**src/rtl/imem_arbiter.sv**
```systemverilog
// Instruction-RAM arbiter: serialises CPU fetches and program-loader writes
// onto a single 256x24 synchronous RAM port. Loader bytes are packed MSB-first
// into 24-bit words; ties between a fetch and a pending word alternate.
module imem_arbiter (
  input  logic        clk,
  input  logic        rst_n,
  input  logic        fetch_req,
  input  logic [7:0]  fetch_addr,
  output logic        fetch_ready,
  output logic        fetch_valid,
  output logic [23:0] fetch_data,
  input  logic        ld_start,
  input  logic        ld_byte_valid,
  input  logic [7:0]  ld_byte,
  output logic        ld_byte_ready,
  output logic [7:0]  ld_addr,
  output logic        ld_wrap,
  output logic        ram_we,
  output logic [7:0]  ram_addr,
  output logic [23:0] ram_wdata,
  input  logic [23:0] ram_rdata,
  input  logic        ram_ack
);

  typedef enum logic [2:0] {StIdle, StRaddr, StRdata, StWstrobe, StWack} state_e;

  state_e      state_q, state_d;
  logic [1:0]  byte_idx_q;
  logic [23:0] word_q;
  logic        word_pending_q;
  logic        fav_loader_q;  // 1: loader wins the next tie
  logic        restart_q;     // ld_start seen while a write was in flight
  logic [7:0]  ld_addr_q;
  logic        ld_wrap_q;
  logic        ram_we_q;
  logic [7:0]  ram_addr_q;
  logic [23:0] ram_wdata_q;
  logic        fetch_valid_q;
  logic [23:0] fetch_data_q;

  logic is_idle, in_write, fetch_go, load_go, byte_go, write_done;

  // Grant decode; fetch_ready deliberately ignores fetch_req
  always_comb begin
    is_idle       = (state_q == StIdle);
    in_write      = (state_q == StWstrobe) || (state_q == StWack);
    fetch_ready   = is_idle && !(word_pending_q && fav_loader_q);
    fetch_go      = fetch_ready && fetch_req;
    // A restart discards an ungranted word, so it also blocks its grant
    load_go       = is_idle && word_pending_q && !ld_start && !(fetch_req && !fav_loader_q);
    ld_byte_ready = !word_pending_q && !ld_start;
    byte_go       = ld_byte_valid && ld_byte_ready;
    write_done    = (state_q == StWack) && ram_ack;
  end

  // Next-state logic
  always_comb begin
    state_d = state_q;
    unique case (state_q)
      StIdle: begin
        if (fetch_go)     state_d = StRaddr;
        else if (load_go) state_d = StWstrobe;
      end
      StRaddr:   state_d = StRdata;
      StRdata:   state_d = StIdle;
      StWstrobe: state_d = StWack;
      StWack:    if (ram_ack) state_d = StIdle;
      default:   state_d = StIdle;
    endcase
  end

  // State register
  always_ff @(posedge clk or negedge rst_n) begin
    if (!rst_n) state_q <= StIdle;
    else        state_q <= state_d;
  end

  // Byte assembler, loader address and wrap pulse
  always_ff @(posedge clk or negedge rst_n) begin
    if (!rst_n) begin
      byte_idx_q     <= 2'd0;
      word_q         <= 24'd0;
      word_pending_q <= 1'b0;
      ld_addr_q      <= 8'd0;
      ld_wrap_q      <= 1'b0;
      restart_q      <= 1'b0;
    end else begin
      ld_wrap_q <= 1'b0;
      if (ld_start) begin
        byte_idx_q <= 2'd0;
        ld_addr_q  <= 8'd0;
        // A word already handed to the RAM must still finish its write
        if (!in_write) word_pending_q <= 1'b0;
      end else if (byte_go) begin
        case (byte_idx_q)
          2'd0:    word_q[23:16] <= ld_byte;
          2'd1:    word_q[15:8]  <= ld_byte;
          default: begin
            word_q[7:0]    <= ld_byte;
            word_pending_q <= 1'b1;
          end
        endcase
        byte_idx_q <= (byte_idx_q == 2'd2) ? 2'd0 : byte_idx_q + 2'd1;
      end
      if (write_done) begin
        word_pending_q <= 1'b0;
        restart_q      <= 1'b0;
        if (!ld_start && !restart_q) begin
          ld_addr_q <= ld_addr_q + 8'd1;
          ld_wrap_q <= (ld_addr_q == 8'hff);
        end
      end else if (ld_start && in_write) begin
        restart_q <= 1'b1;
      end
    end
  end

  // RAM port registers, fetch return path and round-robin flag
  always_ff @(posedge clk or negedge rst_n) begin
    if (!rst_n) begin
      ram_we_q      <= 1'b0;
      ram_addr_q    <= 8'd0;
      ram_wdata_q   <= 24'd0;
      fetch_valid_q <= 1'b0;
      fetch_data_q  <= 24'd0;
      fav_loader_q  <= 1'b0;
    end else begin
      ram_we_q      <= load_go;
      fetch_valid_q <= (state_q == StRdata);
      if (state_q == StRdata) fetch_data_q <= ram_rdata;
      if (fetch_go) begin
        ram_addr_q   <= fetch_addr;
        fav_loader_q <= 1'b1;
      end else if (load_go) begin
        ram_addr_q   <= ld_addr_q;
        ram_wdata_q  <= word_q;
        fav_loader_q <= 1'b0;
      end
    end
  end

  assign fetch_valid = fetch_valid_q;
  assign fetch_data  = fetch_data_q;
  assign ld_addr     = ld_addr_q;
  assign ld_wrap     = ld_wrap_q;
  assign ram_we      = ram_we_q;
  assign ram_addr    = ram_addr_q;
  assign ram_wdata   = ram_wdata_q;

endmodule

```
**config.mk**
```make
export PLATFORM = sky130hd
export DESIGN_NAME = imem_arbiter
export DESIGN_NICKNAME = d
export VERILOG_FILES = /design/src/rtl/imem_arbiter.sv
export SDC_FILE = /design/constraint.sdc
export NUM_CORES = 1
export LEC_CHECK = 0
export ABC_AREA = 0
export CAP_MARGIN = 0
export CORE_MARGIN = 2
export CORE_UTILIZATION = 36
export CTS_BUF_LIST = sky130_fd_sc_hd__clkbuf_8
export DETAILED_ROUTE_END_ITERATION = 7
export PLACE_DENSITY_LB_ADDON = 0.12
export SYNTH_ARGS = -nofsm -noshare
export SYNTH_HDL_FRONTEND = slang
export SYNTH_SLANG_ARGS = --single-unit
```
**constraint.sdc**
```tcl
create_clock -name clk -period 6.3 [get_ports clk]
set_input_delay 1.575 -clock clk [delete_from_list [all_inputs] [get_ports clk]]
set_output_delay 1.575 -clock clk [all_outputs]
set_load 0.01 [all_outputs]
```
==> run metrics <==
Root Buffer=clkbuf_8; Setup Skew=0.0169 ns; antenna violations before repair=0; Startpoint Class=input port; mapped cell area=0.00395 mm2; Gate power share=37.2%; DR iter-0 viols=86; kind of critical path=input port to output pin; flop and latch count out of synthesis=99; Total Wirelength=8.35 mm; CP Capture Type=output pin; Starting Density=36.6%; die area=0.0118 mm2; Detail Route Antenna Nets=0; Clock power frac=17.6%; Max-slew headroom=50.0%; vias in the first global route=2679; routed vias=2598; Sinks on Clock Net=99; fin util=50.2%; main area contributors after synthesis=dfrtp_1 (63%), mux2_2 (21%), a22oi_1 (1.5%); max-cap violations=0; Critical Path AT=2.99 ns; CP most frequent cell=clkdlybuf4s50_1; met1 Track Usage GR=18.4%; Final Hold Viols=0; Final min period=4.57 ns; largest family of logic cells by synthesized area=multiplexers; fin nets=445; Num CTS Buffers=9; crit share post-route=72.5%; Synth Area in Simple Gates=7.28%; placeable core area=0.0108 mm2; TNS Setup=0 ns; post-synthesis mux area share=21.0%; gr ovfl total=0; Wirelength per Cell=15.4 um; share of cells above drive strength 1=23.6%; hold path depth=1; worst-path fanout max=20; FF-to-FF path depth=4; H-tree Lvls=3; Slew Viols, Final=0; highest-delay cell along the critical path=clkdlybuf4s50_1; CP Data Required Time=4.72 ns; xor/xnor share of the synthesized area=1.33%; leak pwr=2.34 nW; Setup-failing EPs final=0; CTS clk-pin slew, worst paths=0.10 ns; Min Hold Slack=0.489 ns; async set-reset flop share out of synthesis=100%; sequential share of the synthesized area=62.7%; RSZ-0062 raised after global routing=false; post-synthesis adder-cell area fraction=0.317%; area leader, netlist=dfrtp_1; grt met3 use=6.22%; CTS resizes=0; Antenna Diode Count=0; filler instances=954; first-pass GRT wire length=13.4 mm; Cells after Synth=281; VDD IR max=0.211 mV; Post-CTS Setup Repair Bufs=0; Die W=109 um; worst skew pair latency=0.36 ns; fmax=219 MHz; maximum clock path buffer count=2; net switching power of the design=0.665 mW; PwrDens=404 mW/mm2; Std-Cell Rows=38; part of the power in registers=45.2%; CP peak stage delay=0.59 ns; Worst-Margin Slew=0.750 ns; Synth Area per Inst=14.1 um2; Mapped Nets=328; top_reg_cell synth=dfrtp_1; switching part of the total power=30.4%; post-synth top area share=62.7%; status=completed; quantity of hold-fixing buffers added after cts=0; Compound-Gate Fraction of Synth Area=4.65%; pin count of the biggest net entering global routing=61; internal power=1.52 mW; I/O Buffers=114; Pre-Repair DR Iteration Count=4; GRT Util Overall=14.9%; DRC violations left=0; GRT Max-Usage Layer=met2; met2 Usage GRT=24.2%; top-count cell post-synth=dfrtp_1; CTS tree=yes; CP cell instances=clkdlybuf4s50_1 -> buf_4 -> nor2_1 -> clkdlybuf4s50_1; io pins=115; vias per cell=4.78; Area Overhead vs Synth=37.1%; most frequent cells after synthesis=dfrtp_1 (99), mux2_2 (72), nor2_1 (15), inv_1 (10), o21ai_0 (10); Hold Crit Class=flop to flop; Post-synth EDFFs=0; Synth cell types=36; Synth Warn #=0; hpwl dp=5.80 mm; Routability Congestion=0.725; die height=109 um
==> sequential cells by signal, indices dropped and copies added, names as in the netlist <==
| register | flops |
|---|---|
| byte_idx_q | 2 |
| fav_loader_q | 1 |
| fetch_data | 24 |
| fetch_valid | 1 |
| ld_addr | 8 |
| ld_wrap | 1 |
| ram_addr | 8 |
| ram_wdata | 24 |
| ram_we | 1 |
| restart_q | 1 |
| state_q | 3 |
| word_pending_q | 1 |
| word_q | 24 |
==> worst paths after layout <==
path,from,end,slack (ns)
setup / recovery,ld_start,ld_byte_ready,1.73
hold / removal,word_q[14],ram_wdata[14],0.49
setup reg to reg,state_q[2],ram_wdata[7],4.12
hold reg to reg,word_q[14],ram_wdata[14],0.49
max in group asynchronous,rst_n,word_q[14],3.94
min in group asynchronous,rst_n,fetch_data[1],1.17
==> worst max-delay path, delay by kind of cell <==
| kind | cells | cell delay, ns |
|---|---|---|
| and+or+nand+nor | 1 | 0.22 |
| buffers and inverters | 3 | 1.19 |
==> stage by stage <==
step           cell area [um2]  total power [mW]  std cells  setup slack [ns]
2_1_floorplan             3950              1.37        281              2.91
3_3_place_gp              5230              1.81        527              1.77
3_5_place_dp              5230              1.83        527              1.73
4_1_cts                   5420              2.22        543              1.73
5_1_grt                   5420              2.34        543              1.68
6_report                  5420              2.19        543              1.73
==> layout by cell type, fill, tap and decap left out, types with 2 or more instances in the layout <==
cell             instances
clkdlybuf4s50_1        113
dfrtp_1                 99
mux2_2                  72
nor2_1                  15
inv_1                   11
o21ai_0                 10
clkbuf_8                 9
a22oi_1                  8
nand2_1                  7
nor2b_1                  5
xor2_1                   5
nand3_1                  5
buf_4                    5
a21oi_1                  4
and2_1                   3
nand4_1                  3
nor3b_1                  2
and3_1                   2
nor3_1                   2
mux2i_1                  2
inv_8                    2
clkinv_4                 2
==> area by class of cell <==
type	instances	area (um2)	area share, %
clock buffers	9	124	2.29
clock inverters	7	60.1	1.11
inverters	10	37.5	0.693
multi-input cells	160	1370	25.4
flip-flops and latches	99	2480	45.7
well taps	140	175	3.23
repair buffers	118	1170	21.6
==> power by group through the flow <==
stage / combinational, mW / clock, mW / sequential (mW)
global placement: 0.815 / 0 / 0.997
global route: 0.885 / 0.431 / 1.02
floorplan: 0.329 / 0 / 1.05
finish: 0.815 / 0.385 / 0.989
CTS: 0.831 / 0.399 / 0.992
detailed placement: 0.829 / 0 / 1.00
==> per-layer routing <==
metal  up-vias  routed length (um)
li1       1220                   -
met1      1298                3780
met2        76                3860
met3         4                 651
met4         0                  61
met5         -                   0
==> logic make-up (layout without fill, tap and decap cells) <==
| group | after synthesis | in the layout |
|---|---|---|
| and+or+nand+nor | 50 | 50 |
| DFF | 99 | 99 |
| muxes | 74 | 74 |
| xor gates and xnor gates | 6 | 6 |
| AOI/OAI and AO/OA | 29 | 29 |
| buffers and inverters | 22 | 144 |
| adders and majority gates | 1 | 1 |
(Power assumes the default switching activity.)
